### src/rtl/sprite_pkg.sv
// rtl/sprite_pkg.sv - shared constants and types for the sprite update tracker
//
// Holds the CPU register map bases, sprite count, request queue depth,
// the queued request record and the tracker state encoding.

package sprite_pkg;

    localparam logic [15:0] SPR_POS_BASE = 16'h5060;
    localparam logic [15:0] SPR_NUM_BASE = 16'h4FF0;
    localparam int          NUM_SPRITES  = 8;
    localparam int          UPD_Q_DEPTH  = 4;

    // One position update request: which sprite, and its candidate x/y.
    typedef struct packed {
        logic [2:0] index;
        logic [7:0] x;
        logic [7:0] y;
    } spr_upd_t;

    typedef enum logic [1:0] {
        IDLE  = 2'd0,
        ISSUE = 2'd1,
        WAIT  = 2'd2
    } tracker_state_t;

endpackage

### src/rtl/spr_upd_fifo.sv
// rtl/spr_upd_fifo.sv - synchronous FIFO of sprite update requests
//
// Ports:
//   clk, rst        clock, asynchronous active-high reset
//   push_i, din_i   write strobe and request to enqueue
//   pop_i           remove the head entry
//   head_o          current head entry (valid when empty_o = 0)
//   full_o, empty_o occupancy flags
//
// A push into a full FIFO is accepted only when a pop happens in the same
// cycle; with DEPTH = 1 that makes push+pop a plain replacement of the slot.

module spr_upd_fifo
    import sprite_pkg::*;
#(
    parameter int DEPTH = UPD_Q_DEPTH
) (
    input  logic     clk,
    input  logic     rst,
    input  logic     push_i,
    input  spr_upd_t din_i,
    input  logic     pop_i,
    output spr_upd_t head_o,
    output logic     full_o,
    output logic     empty_o
);

    // Pointers keep at least one bit so DEPTH = 1 still has a legal width;
    // they wrap at DEPTH, so any slots above DEPTH-1 are never touched.
    localparam int              AW       = (DEPTH > 1) ? $clog2(DEPTH) : 1;
    localparam int              SLOTS    = 1 << AW;
    localparam logic [AW-1:0]   LAST_PTR = AW'(DEPTH - 1);
    localparam logic [AW:0]     FULL_CNT = (AW + 1)'(DEPTH);

    spr_upd_t      mem_q [SLOTS];
    logic [AW-1:0] wr_ptr_q;
    logic [AW-1:0] rd_ptr_q;
    logic [AW:0]   count_q;
    logic          do_push;
    logic          do_pop;

    assign empty_o = (count_q == '0);
    assign full_o  = (count_q == FULL_CNT);
    assign do_pop  = pop_i && !empty_o;
    assign do_push = push_i && (!full_o || do_pop);
    assign head_o  = mem_q[rd_ptr_q];

    function automatic logic [AW-1:0] wrap_inc(input logic [AW-1:0] p);
        return (p == LAST_PTR) ? '0 : p + 1'b1;
    endfunction

    always_ff @(posedge clk or posedge rst) begin
        if (rst) begin
            wr_ptr_q <= '0;
            rd_ptr_q <= '0;
            count_q  <= '0;
        end else begin
            if (do_push) begin
                wr_ptr_q <= wrap_inc(wr_ptr_q);
            end
            if (do_pop) begin
                rd_ptr_q <= wrap_inc(rd_ptr_q);
            end
            case ({do_push, do_pop})
                2'b10:   count_q <= count_q + 1'b1;
                2'b01:   count_q <= count_q - 1'b1;
                default: count_q <= count_q;
            endcase
        end
    end

    // Storage needs no reset: nothing reads it while the FIFO is empty.
    always_ff @(posedge clk) begin
        if (do_push) begin
            mem_q[wr_ptr_q] <= din_i;
        end
    end

endmodule

### src/rtl/sprite_update_tracker.sv
// rtl/sprite_update_tracker.sv - turns CPU sprite position writes into collision_fsm update requests
//
// Build option: SPRITE_UPDATE_QUEUE_EN
//   defined   - 4-deep FIFO of requests, drops and flags on overflow
//   undefined - single slot (latest unissued position wins) plus a 1-entry
//               skid register for writes arriving while a request is in flight
//
// Ports:
//   clk, rst                 clock, asynchronous active-high reset
//   cpu_wr_en/addr/wdata     snooped CPU write bus
//   fsm_busy                 collision_fsm busy (cpu_pause)
//   restore[7:0]             per-sprite reject from collision_fsm
//   sprite_update            one-cycle request pulse
//   update_index, sprite_num index and code of the presented sprite
//   sprite_x, sprite_y       committed position per sprite
//   sprite_row, sprite_col   presented candidate y / x
//   queue_overflow           sticky dropped-request flag

module sprite_update_tracker
    import sprite_pkg::*;
(
    input  logic            clk,
    input  logic            rst,
    input  logic            cpu_wr_en,
    input  logic [15:0]     cpu_addr,
    input  logic [7:0]      cpu_wdata,
    input  logic            fsm_busy,
    input  logic [7:0]      restore,
    output logic            sprite_update,
    output logic [2:0]      update_index,
    output logic [5:0]      sprite_num,
    output logic [7:0][7:0] sprite_x,
    output logic [7:0][7:0] sprite_y,
    output logic [7:0]      sprite_row,
    output logic [7:0]      sprite_col,
    output logic            queue_overflow
);

`ifdef SPRITE_UPDATE_QUEUE_EN
    localparam int Q_DEPTH = UPD_Q_DEPTH;
`else
    localparam int Q_DEPTH = 1;
`endif

    tracker_state_t                   state_q;
    spr_upd_t                         cur_q;
    logic                             rej_q;
    logic                             sprite_update_q;
    logic [NUM_SPRITES-1:0][7:0]      pend_x_q;
    logic [NUM_SPRITES-1:0][5:0]      num_q;
    logic [NUM_SPRITES-1:0][7:0]      sprite_x_q;
    logic [NUM_SPRITES-1:0][7:0]      sprite_y_q;

    // ---------------------------------------------------------------
    // CPU write decode
    // ---------------------------------------------------------------
    logic [15:0] pos_off;
    logic [15:0] num_off;
    logic [2:0]  pos_idx;
    logic [2:0]  num_idx;
    logic        x_wr;
    logic        y_wr;
    logic        num_wr;
    spr_upd_t    new_entry;

    always_comb begin
        pos_off   = cpu_addr - SPR_POS_BASE;
        num_off   = cpu_addr - SPR_NUM_BASE;
        pos_idx   = pos_off[3:1];
        num_idx   = num_off[3:1];
        x_wr      = cpu_wr_en && (pos_off[15:4] == 12'h000) && !pos_off[0];
        y_wr      = cpu_wr_en && (pos_off[15:4] == 12'h000) &&  pos_off[0];
        num_wr    = cpu_wr_en && (num_off[15:4] == 12'h000) && !num_off[0];
        new_entry = '{index: pos_idx, x: pend_x_q[pos_idx], y: cpu_wdata};
    end

    always_ff @(posedge clk or posedge rst) begin
        if (rst) begin
            pend_x_q <= '0;
            num_q    <= '0;
        end else begin
            if (x_wr) begin
                pend_x_q[pos_idx] <= cpu_wdata;
            end
            if (num_wr) begin
                num_q[num_idx] <= cpu_wdata[7:2];
            end
        end
    end

    // ---------------------------------------------------------------
    // Request queue
    // ---------------------------------------------------------------
    logic     fifo_push;
    logic     fifo_pop;
    spr_upd_t fifo_din;
    spr_upd_t q_head;
    logic     q_full;
    logic     q_empty;

    spr_upd_fifo #(
        .DEPTH (Q_DEPTH)
    ) u_fifo (
        .clk     (clk),
        .rst     (rst),
        .push_i  (fifo_push),
        .din_i   (fifo_din),
        .pop_i   (fifo_pop),
        .head_o  (q_head),
        .full_o  (q_full),
        .empty_o (q_empty)
    );

    // ---------------------------------------------------------------
    // Handshake decisions shared by queue and FSM
    // ---------------------------------------------------------------
    logic     in_idle;
    logic     launch;
    logic     finish;
    logic     commit;
    spr_upd_t launch_entry;

    always_comb begin
        in_idle = (state_q == IDLE);
        // Launch looks at occupancy before this cycle's push.
        launch  = in_idle && !q_empty && !fsm_busy;
        finish  = !in_idle && !fsm_busy;
        // A reject seen on the very cycle busy drops still counts.
        commit  = finish && !((state_q == WAIT) && (rej_q || restore[cur_q.index]));
    end

`ifdef SPRITE_UPDATE_QUEUE_EN
    logic ovf_q;

    always_comb begin
        fifo_push    = y_wr;
        fifo_pop     = finish;
        fifo_din     = new_entry;
        launch_entry = q_head;
    end

    always_ff @(posedge clk or posedge rst) begin
        if (rst) begin
            ovf_q <= 1'b0;
        end else if (y_wr && q_full && !finish) begin
            ovf_q <= 1'b1;
        end
    end

    assign queue_overflow = ovf_q;
`else
    logic     skid_valid_q;
    spr_upd_t skid_q;

    // While idle, a write replaces the unissued slot (pop+push on a full
    // 1-deep FIFO). While a request is in flight, writes land in the skid
    // register, which refills the slot when the request retires.
    always_comb begin
        fifo_push = 1'b0;
        fifo_pop  = 1'b0;
        fifo_din  = new_entry;
        if (in_idle) begin
            fifo_push = y_wr;
            fifo_pop  = y_wr && q_full;
        end else if (finish) begin
            fifo_pop  = 1'b1;
            fifo_push = y_wr || skid_valid_q;
            fifo_din  = y_wr ? new_entry : skid_q;
        end
        // A write in the launch cycle overwrites the slot, so present it.
        launch_entry = y_wr ? new_entry : q_head;
    end

    always_ff @(posedge clk or posedge rst) begin
        if (rst) begin
            skid_valid_q <= 1'b0;
            skid_q       <= '0;
        end else if (finish) begin
            skid_valid_q <= 1'b0;
        end else if (y_wr && !in_idle) begin
            skid_valid_q <= 1'b1;
            skid_q       <= new_entry;
        end
    end

    assign queue_overflow = 1'b0;
`endif

    // ---------------------------------------------------------------
    // Issue FSM and commit
    // ---------------------------------------------------------------
    always_ff @(posedge clk or posedge rst) begin
        if (rst) begin
            state_q         <= IDLE;
            cur_q           <= '0;
            rej_q           <= 1'b0;
            sprite_update_q <= 1'b0;
            sprite_x_q      <= '0;
            sprite_y_q      <= '0;
        end else begin
            sprite_update_q <= 1'b0;
            case (state_q)
                IDLE: begin
                    if (launch) begin
                        state_q         <= ISSUE;
                        sprite_update_q <= 1'b1;
                        cur_q           <= launch_entry;
                    end
                end
                ISSUE: begin
                    // Busy not raised means the FSM ignored this sprite.
                    state_q <= fsm_busy ? WAIT : IDLE;
                end
                WAIT: begin
                    if (fsm_busy) begin
                        if (restore[cur_q.index]) begin
                            rej_q <= 1'b1;
                        end
                    end else begin
                        rej_q   <= 1'b0;
                        state_q <= IDLE;
                    end
                end
                default: state_q <= IDLE;
            endcase
            if (commit) begin
                sprite_x_q[cur_q.index] <= cur_q.x;
                sprite_y_q[cur_q.index] <= cur_q.y;
            end
        end
    end

    assign sprite_update = sprite_update_q;
    assign update_index  = cur_q.index;
    assign sprite_row    = cur_q.y;
    assign sprite_col    = cur_q.x;
    assign sprite_num    = num_q[cur_q.index];
    assign sprite_x      = sprite_x_q;
    assign sprite_y      = sprite_y_q;

endmodule
### config.mk
export PLATFORM = sky130hd
export DESIGN_NAME = sprite_update_tracker
export DESIGN_NICKNAME = d
export VERILOG_FILES = /design/src/rtl/sprite_pkg.sv /design/src/rtl/spr_upd_fifo.sv /design/src/rtl/sprite_update_tracker.sv
export SDC_FILE = /design/constraint.sdc
export NUM_CORES = 1
export LEC_CHECK = 0
export ABC_AREA = 1
export CAP_MARGIN = 20
export CORE_ASPECT_RATIO = 1.75
export CORE_MARGIN = 1
export CORE_UTILIZATION = 55
export CTS_CLUSTER_SIZE = 16
export DETAILED_ROUTE_END_ITERATION = 8
export PLACE_DENSITY = 0.77
export SYNTH_ARGS = -nofsm -noshare
export SYNTH_HDL_FRONTEND = slang
export SYNTH_SLANG_ARGS = --single-unit
### constraint.sdc
create_clock -name clk -period 22.8 [get_ports clk]
set_input_delay 6.84 -clock clk [delete_from_list [all_inputs] [get_ports clk]]
set_output_delay 6.84 -clock clk [all_outputs]
set_load 0.01 [all_outputs]
==> flow_metrics.env <==
export IMPL_synth_area_per_cell_um2=8.57
export IMPL_insertedDiodeCount=0
export IMPL_gp_congestion=0.838
export IMPL_maxSlewHeadroom=0.340
export IMPL_grt_pass1_vias=11800
export IMPL_clock_path_buffers=3
export IMPL_skew_ps=12.9
export IMPL_tightest_slew_ps=990
export IMPL_synthDistinctLibCells=40
export IMPL_std_cell_rows=76
export IMPL_die_area_um2=25900
export IMPL_max_freq_mhz=99.8
export IMPL_core_um2=24700
export IMPL_synth_seq_area_share=0.555
export IMPL_initial_core_util=0.561
export IMPL_cts_root_buf="clkbuf_16"
export IMPL_synth_warnings=0
export IMPL_clkLatencyLatePin_ps=560
export IMPL_grt_usage=0.308
export IMPL_ant_nets=0
export IMPL_cts_buffers=27
export IMPL_wl_um=38300
export IMPL_grt_overflow=0
export IMPL_path_clk_slew_ps=60
export IMPL_end_kind="primary output"
export IMPL_synthFlopType="dfrtp_1"
export IMPL_setup_viol=0
export IMPL_maxCapViolCount=0
export IMPL_cp_required_ps=15960
export IMPL_rsz0062_at_grt="false"
export IMPL_synth_net_count=1659
export IMPL_routedWlPerCell_um=18.5
export IMPL_synth_largest_area_cell="dfrtp_1"
export IMPL_finalHoldViolCount=0
export IMPL_worst_path_max_fanout=16
export IMPL_viasPerCell=5.76
export IMPL_syn_cell_area_um2=13900
export IMPL_setup_tns_ps=0
export IMPL_drt_pre_antenna_iters=6
export IMPL_clock_sinks=304
export IMPL_leakagePower_nw=8.27
export IMPL_status="finished clean"
export IMPL_layout_commonest_cell="nand2_1"
export IMPL_area_delta_synth_final_pct=19.9
export IMPL_drtIter0Drc=1062
export IMPL_ys_ff_latch=304
export IMPL_async_reset_ff_frac=0.938
export IMPL_fin_nets=1775
export IMPL_num_io_pins=191
export IMPL_synth_area_leaders="dfrtp_1, nand2_1, nand4_1, o21ai_0, edfxtp_1"
export IMPL_syn_inst=1619
export IMPL_r2r_slack_ps=18610
export IMPL_vias=11900
export IMPL_grt_pass1_wl_um=61700
export IMPL_post_cts_buffers=0
export IMPL_powerDensity_nw_per_um2=110
export IMPL_peakVddDrop_uv=80.3
export IMPL_die_h_um=212
export IMPL_cts_tree="done"
export IMPL_total_power_mw=1.83
export IMPL_arrival_ps=3180
export IMPL_finalHoldWorstSlack_ps=468
export IMPL_dieWidth_um=122
export IMPL_hpwl_um=26400
export IMPL_cp_start_kind="flip-flop"
export IMPL_synth_edff_count=19
export IMPL_layout_common_cells="nand2_1, dfrtp_1, clkdlybuf4s50_1"
export IMPL_layout_min_cycle_time_ps=10020
export IMPL_period_share=0.439
export IMPL_hold_class="flip-flop to flip-flop"
export IMPL_h_tree_depth=1
export IMPL_io_buffers=189
export IMPL_postCtsHoldBufs=0
export IMPL_antenna_found_initial=0
export IMPL_post_cts_resized=0
export IMPL_fillCellCount=2011
export IMPL_yosysTopAreaCellShare=0.514
export IMPL_criticalPathCategory="flip-flop to primary output"
export IMPL_drc_errors=0
export IMPL_drive_gt1_frac=0.0530
export IMPL_grt_max_degree=85
export IMPL_slew_viol_final=0
==> state kept, by name (all words and copies together) (netlist names) <==
register and cells:
skid_valid_q 1, sprite_col 8, sprite_x 64, num_q 48, state_q 2, pend_x_q 64
update_index 3, u_fifo.count_q 2, sprite_update 1, sprite_y 64, skid_q 19, u_fifo.mem_q 19
sprite_row 8, rej_q 1
==> per-stage QoR <==
| step | util | setup WS, ps | std cells | instance area (um^2) |
|---|---|---|---|---|
| detailed placement | 0.636 | 12300 | 2017 | 15700 |
| global placement | 0.636 | 12380 | 2017 | 15700 |
| floorplan | - | 8100 | 1619 | 13900 |
| global route | 0.673 | 12510 | 2066 | 16600 |
| CTS | 0.672 | 12790 | 2065 | 16600 |
| finish | 0.673 | 12780 | 2066 | 16600 |
==> kinds of logic (layout without fill, tap and decap cells) <==
| group | after synthesis | count (layout) | synth area share |
|---|---|---|---|
| fa+ha+maj | 4 | 4 | 0.00361 |
| xor+xnor | 2 | 2 | 0.00126 |
| other cells | 1 | 1 | 0.000270 |
| flops | 304 | 304 | 0.555 |
| compound gates | 206 | 206 | 0.0823 |
| simple gates | 823 | 823 | 0.270 |
| buf+inv | 279 | 414 | 0.0868 |
==> worst max-delay path, cell delays in order, from the launching register on <==
cell and delay (ps):
dfrtp_1 560, inv_2 110, nor3_2 660, buf_4 390, a22o_1 170, a221oi_1 50, nand4_1 120, clkdlybuf4s50_1 540
==> where the power goes <==
| part | total [mW] | switching [mW] | internal, mW |
|---|---|---|---|
| logic | 0.583 | 0.323 | 0.259 |
| registers | 0.789 | 0.133 | 0.655 |
| clock network | 0.464 | 0.202 | 0.262 |
==> per-layer routing <==
layer | global-route usage | up-vias | share of wire
li1 | - | 5536 | -
met5 | 0 | - | 0
met3 | 0.0319 | 115 | 0.059
met4 | 0.154 | 0 | 0.045
met1 | 0.362 | 5746 | 0.37
met2 | 0.551 | 496 | 0.53
==> final cells by class <==
type                            instances  area [um^2]  share of cell area
Tap cell                              312          390              0.0235
Multi-Input combinational cell       1036         4990               0.300
Timing Repair Buffer                  208         2050               0.123
Inverter                              158          601              0.0361
Clock buffer                           42          833              0.0501
Sequential cell                       304         7700               0.463
Clock inverter                          6         62.6             0.00376
==> Yosys cell counts, drive strengths merged (3+ instances only) <==
library cell / count
nor2: 36
nand3b: 4
a221oi: 6
buf: 58
edfxtp: 19
a22o: 5
nand2: 550
clkinv: 3
nor3: 9
a22oi: 13
o22ai: 23
clkbuf: 63
nand3: 78
dfrtp: 285
a21oi: 6
inv: 155
nand4: 141
ha: 4
o21ai: 150
==> final timing paths <==
| kind | startpoint | endpoint | cells after the start |
|---|---|---|---|
| worst max-delay path | update_index[0] | sprite_num[0] | 7 |
| worst min-delay path | sprite_x[56] | sprite_x[56] | 2 |
| worst max register to register | update_index[2] | sprite_x[2] | 12 |
| worst min register to register | sprite_x[56] | sprite_x[56] | 2 |
| max in group asynchronous | rst | pend_x_q[0] | 4 |
| min in group asynchronous | rst | num_q[8] | 2 |
(Power assumes the default switching activity.)
==> RTL change, RTL diff (config.mk and constraints unchanged) <==
Build with the macro `SPRITE_UPDATE_QUEUE_EN` defined.
--- a/src/rtl/sprite_update_tracker.sv
+++ b/src/rtl/sprite_update_tracker.sv
@@ -17,2 +17,4 @@
 //   queue_overflow           sticky dropped-request flag
+
+`define SPRITE_UPDATE_QUEUE_EN
 
Formal check against the unedited RTL: not equivalent (Yosys sat finds a counterexample within 4 cycles, from zero or initial values and one cycle with rst high).
==> RTL change against the original RTL <==
- wire length increased by 7.0%
- sequential cell count increased by 43
- area after synthesis increased by 8.9%
- power increased by 17%
- clock skew increased by 0.0015 ns
- final area increased by 8.9%
- register-to-register slack improved by 0.67 ns
- setup slack improved by 0.0021 ns
- critical endpoint is now sprite_num[3]
- largest power group unchanged
- highest routed layer unchanged
==> RTL change: results <==
{
  "portBuffers": 190,
  "largest_register_ffs": 76,
  "max-clock-path-buffers": 3,
  "diodes": 0,
  "cts_made_buffers": 31,
  "synth.distinct_cells": 37,
  "drive_gt1_share_pct": 6.651,
  "postCtsSetupBuffers": 0,
  "yosys_warnings": 0,
  "dr.pass1.iters": 5,
  "switchingPower_mw": 0.7627,
  "netlist_top_cells_area": "dfrtp_1 45%, edfxtp_1 15%, nand2_1 13%",
  "place.gp.congestion": 0.8659,
  "grt_util_all_layers_pct": 29.67,
  "first_global_vias": 12130,
  "drt_iter0_markers": 1101,
  "post_drt_via_cell_ratio": 5.968,
  "vdd_drop_max_uv": 62.64,
  "slew_headroom_pct": 28.49,
  "synthArstFlopShare_pct": 78.10,
  "dpl.cell_count": 2019,
  "fin_nets": 1734,
  "cp_data_arrival_time_ns": 3.18,
  "status": "finished, final reports clean",
  "clkLatencyLatePin_ns": 0.57,
  "p_leak_nw": 8.291,
  "synth_edf_count": 76,
  "synthTopCellsByCount": "515 x nand2_1, 271 x dfrtp_1, 211 x nand4_1",
  "wl_per_cell_um": 19.70,
  "yosysSeqAreaShare_pct": 60.03,
  "htreeDepth": 1,
  "fin_skew_ns": 0.01442,
  "antenna_found_initial": 0,
  "synthFlopType": "dfrtp_1",
  "cts_root_buffer": "clkbuf_16",
  "post_cts_resized": 0,
  "grt_pass1_wl_mm": 64.81,
  "placed_cell_area_um2": 17030,
  "clk_pin_slew_ns": 0.07,
  "postRouteWirelength_mm": 40.94,
  "hold_path_class": "flip-flop to flip-flop",
  "regMostFlops": "u_fifo.mem_q",
  "grt_max_degree": 111,
  "dp_hpwl_mm": 26.76,
  "cp_max_fo": 23,
  "synthCells": 1571
}
## RTL change: cell count changes in the layout (fill, tap and decap cells not counted), moves of 16 or more
cell | unedited run | this run
nor2_1 | 26 | 62
inv_1 | 151 | 43
o21ai_0 | 140 | 70
nand2_1 | 548 | 514
o21ai_1 | 10 | 31
edfxtp_1 | 19 | 76
nand3_1 | 70 | 30
mux2_2 | 0 | 16
nand4_1 | 141 | 211
## RTL change: path summary, 6_finish.rpt
kind	endpoint	slack [ns]	cells after the start	start
worst max-delay path	sprite_num[3]	12.78	7	update_index[1]
worst min-delay path	sprite_x[63]	0.47	2	sprite_x[63]
worst max register to register	sprite_x[16]	19.28	11	update_index[1]
worst min register to register	sprite_x[63]	0.47	2	sprite_x[63]
max in group asynchronous	pend_x_q[51]	14.46	3	rst
min in group asynchronous	sprite_update	6.79	2	rst
## RTL change: power groups by stage
stage | clock (mW) | combinational [mW] | sequential [mW]
3_3_place_gp | 0 | 0.676 | 0.914
2_1_floorplan | 0 | 0.336 | 0.899
4_1_cts | 0.533 | 0.694 | 0.908
3_5_place_dp | 0 | 0.691 | 0.918
6_report | 0.526 | 0.700 | 0.915
5_1_grt | 0.558 | 0.758 | 0.925
## RTL change: layer usage
metal / wire length (um) / GRT usage [%] / vias up
met5: 0 / 0 / -
met4: 2061 / 16.94 / 0
met3: 2353 / 4.255 / 112
met2: 21700 / 52.04 / 522
met1: 14820 / 34.44 / 6109
li1: - / - / 5659
## RTL change: critical path, stage by stage (launching register included)
cell	delay, ns
dfrtp_1	0.51
inv_2	0.12
nand3_1	0.10
inv_1	0.81
a22o_1	0.25
a21oi_1	0.05
nand4_1	0.19
clkdlybuf4s50_1	0.56
## RTL change: kinds of logic after synthesis
logic type      Yosys count  synth area share, %
simple gates            845                25.70
flops                   347                60.03
fa+ha+maj                 8               0.7126
mux                      16                1.193
compound gates          171                6.795
xor+xnor                  2               0.1160
buf+inv                 182                5.453
## RTL change: cell type report
cell class | count | area, um^2
multi-input cells | 1042 | 5253
fillers | 2050 | 8677
well taps | 364 | 455.4
repair buffers | 209 | 2085
inverters | 59 | 229.0
clock inverters | 22 | 224.0
clock buffers | 35 | 800.8
flip-flops and latches | 347 | 9064
## RTL change: metrics by stage
stage / setup slack (ns) / hold WS [ns]
after floorplan: 8.493 / 0.4419
after global placement: 12.59 / 0.4527
after detailed placement: 12.48 / 0.4581
after CTS: 12.80 / 0.4744
after global routing: 12.65 / 0.4856
final: 12.78 / 0.4706
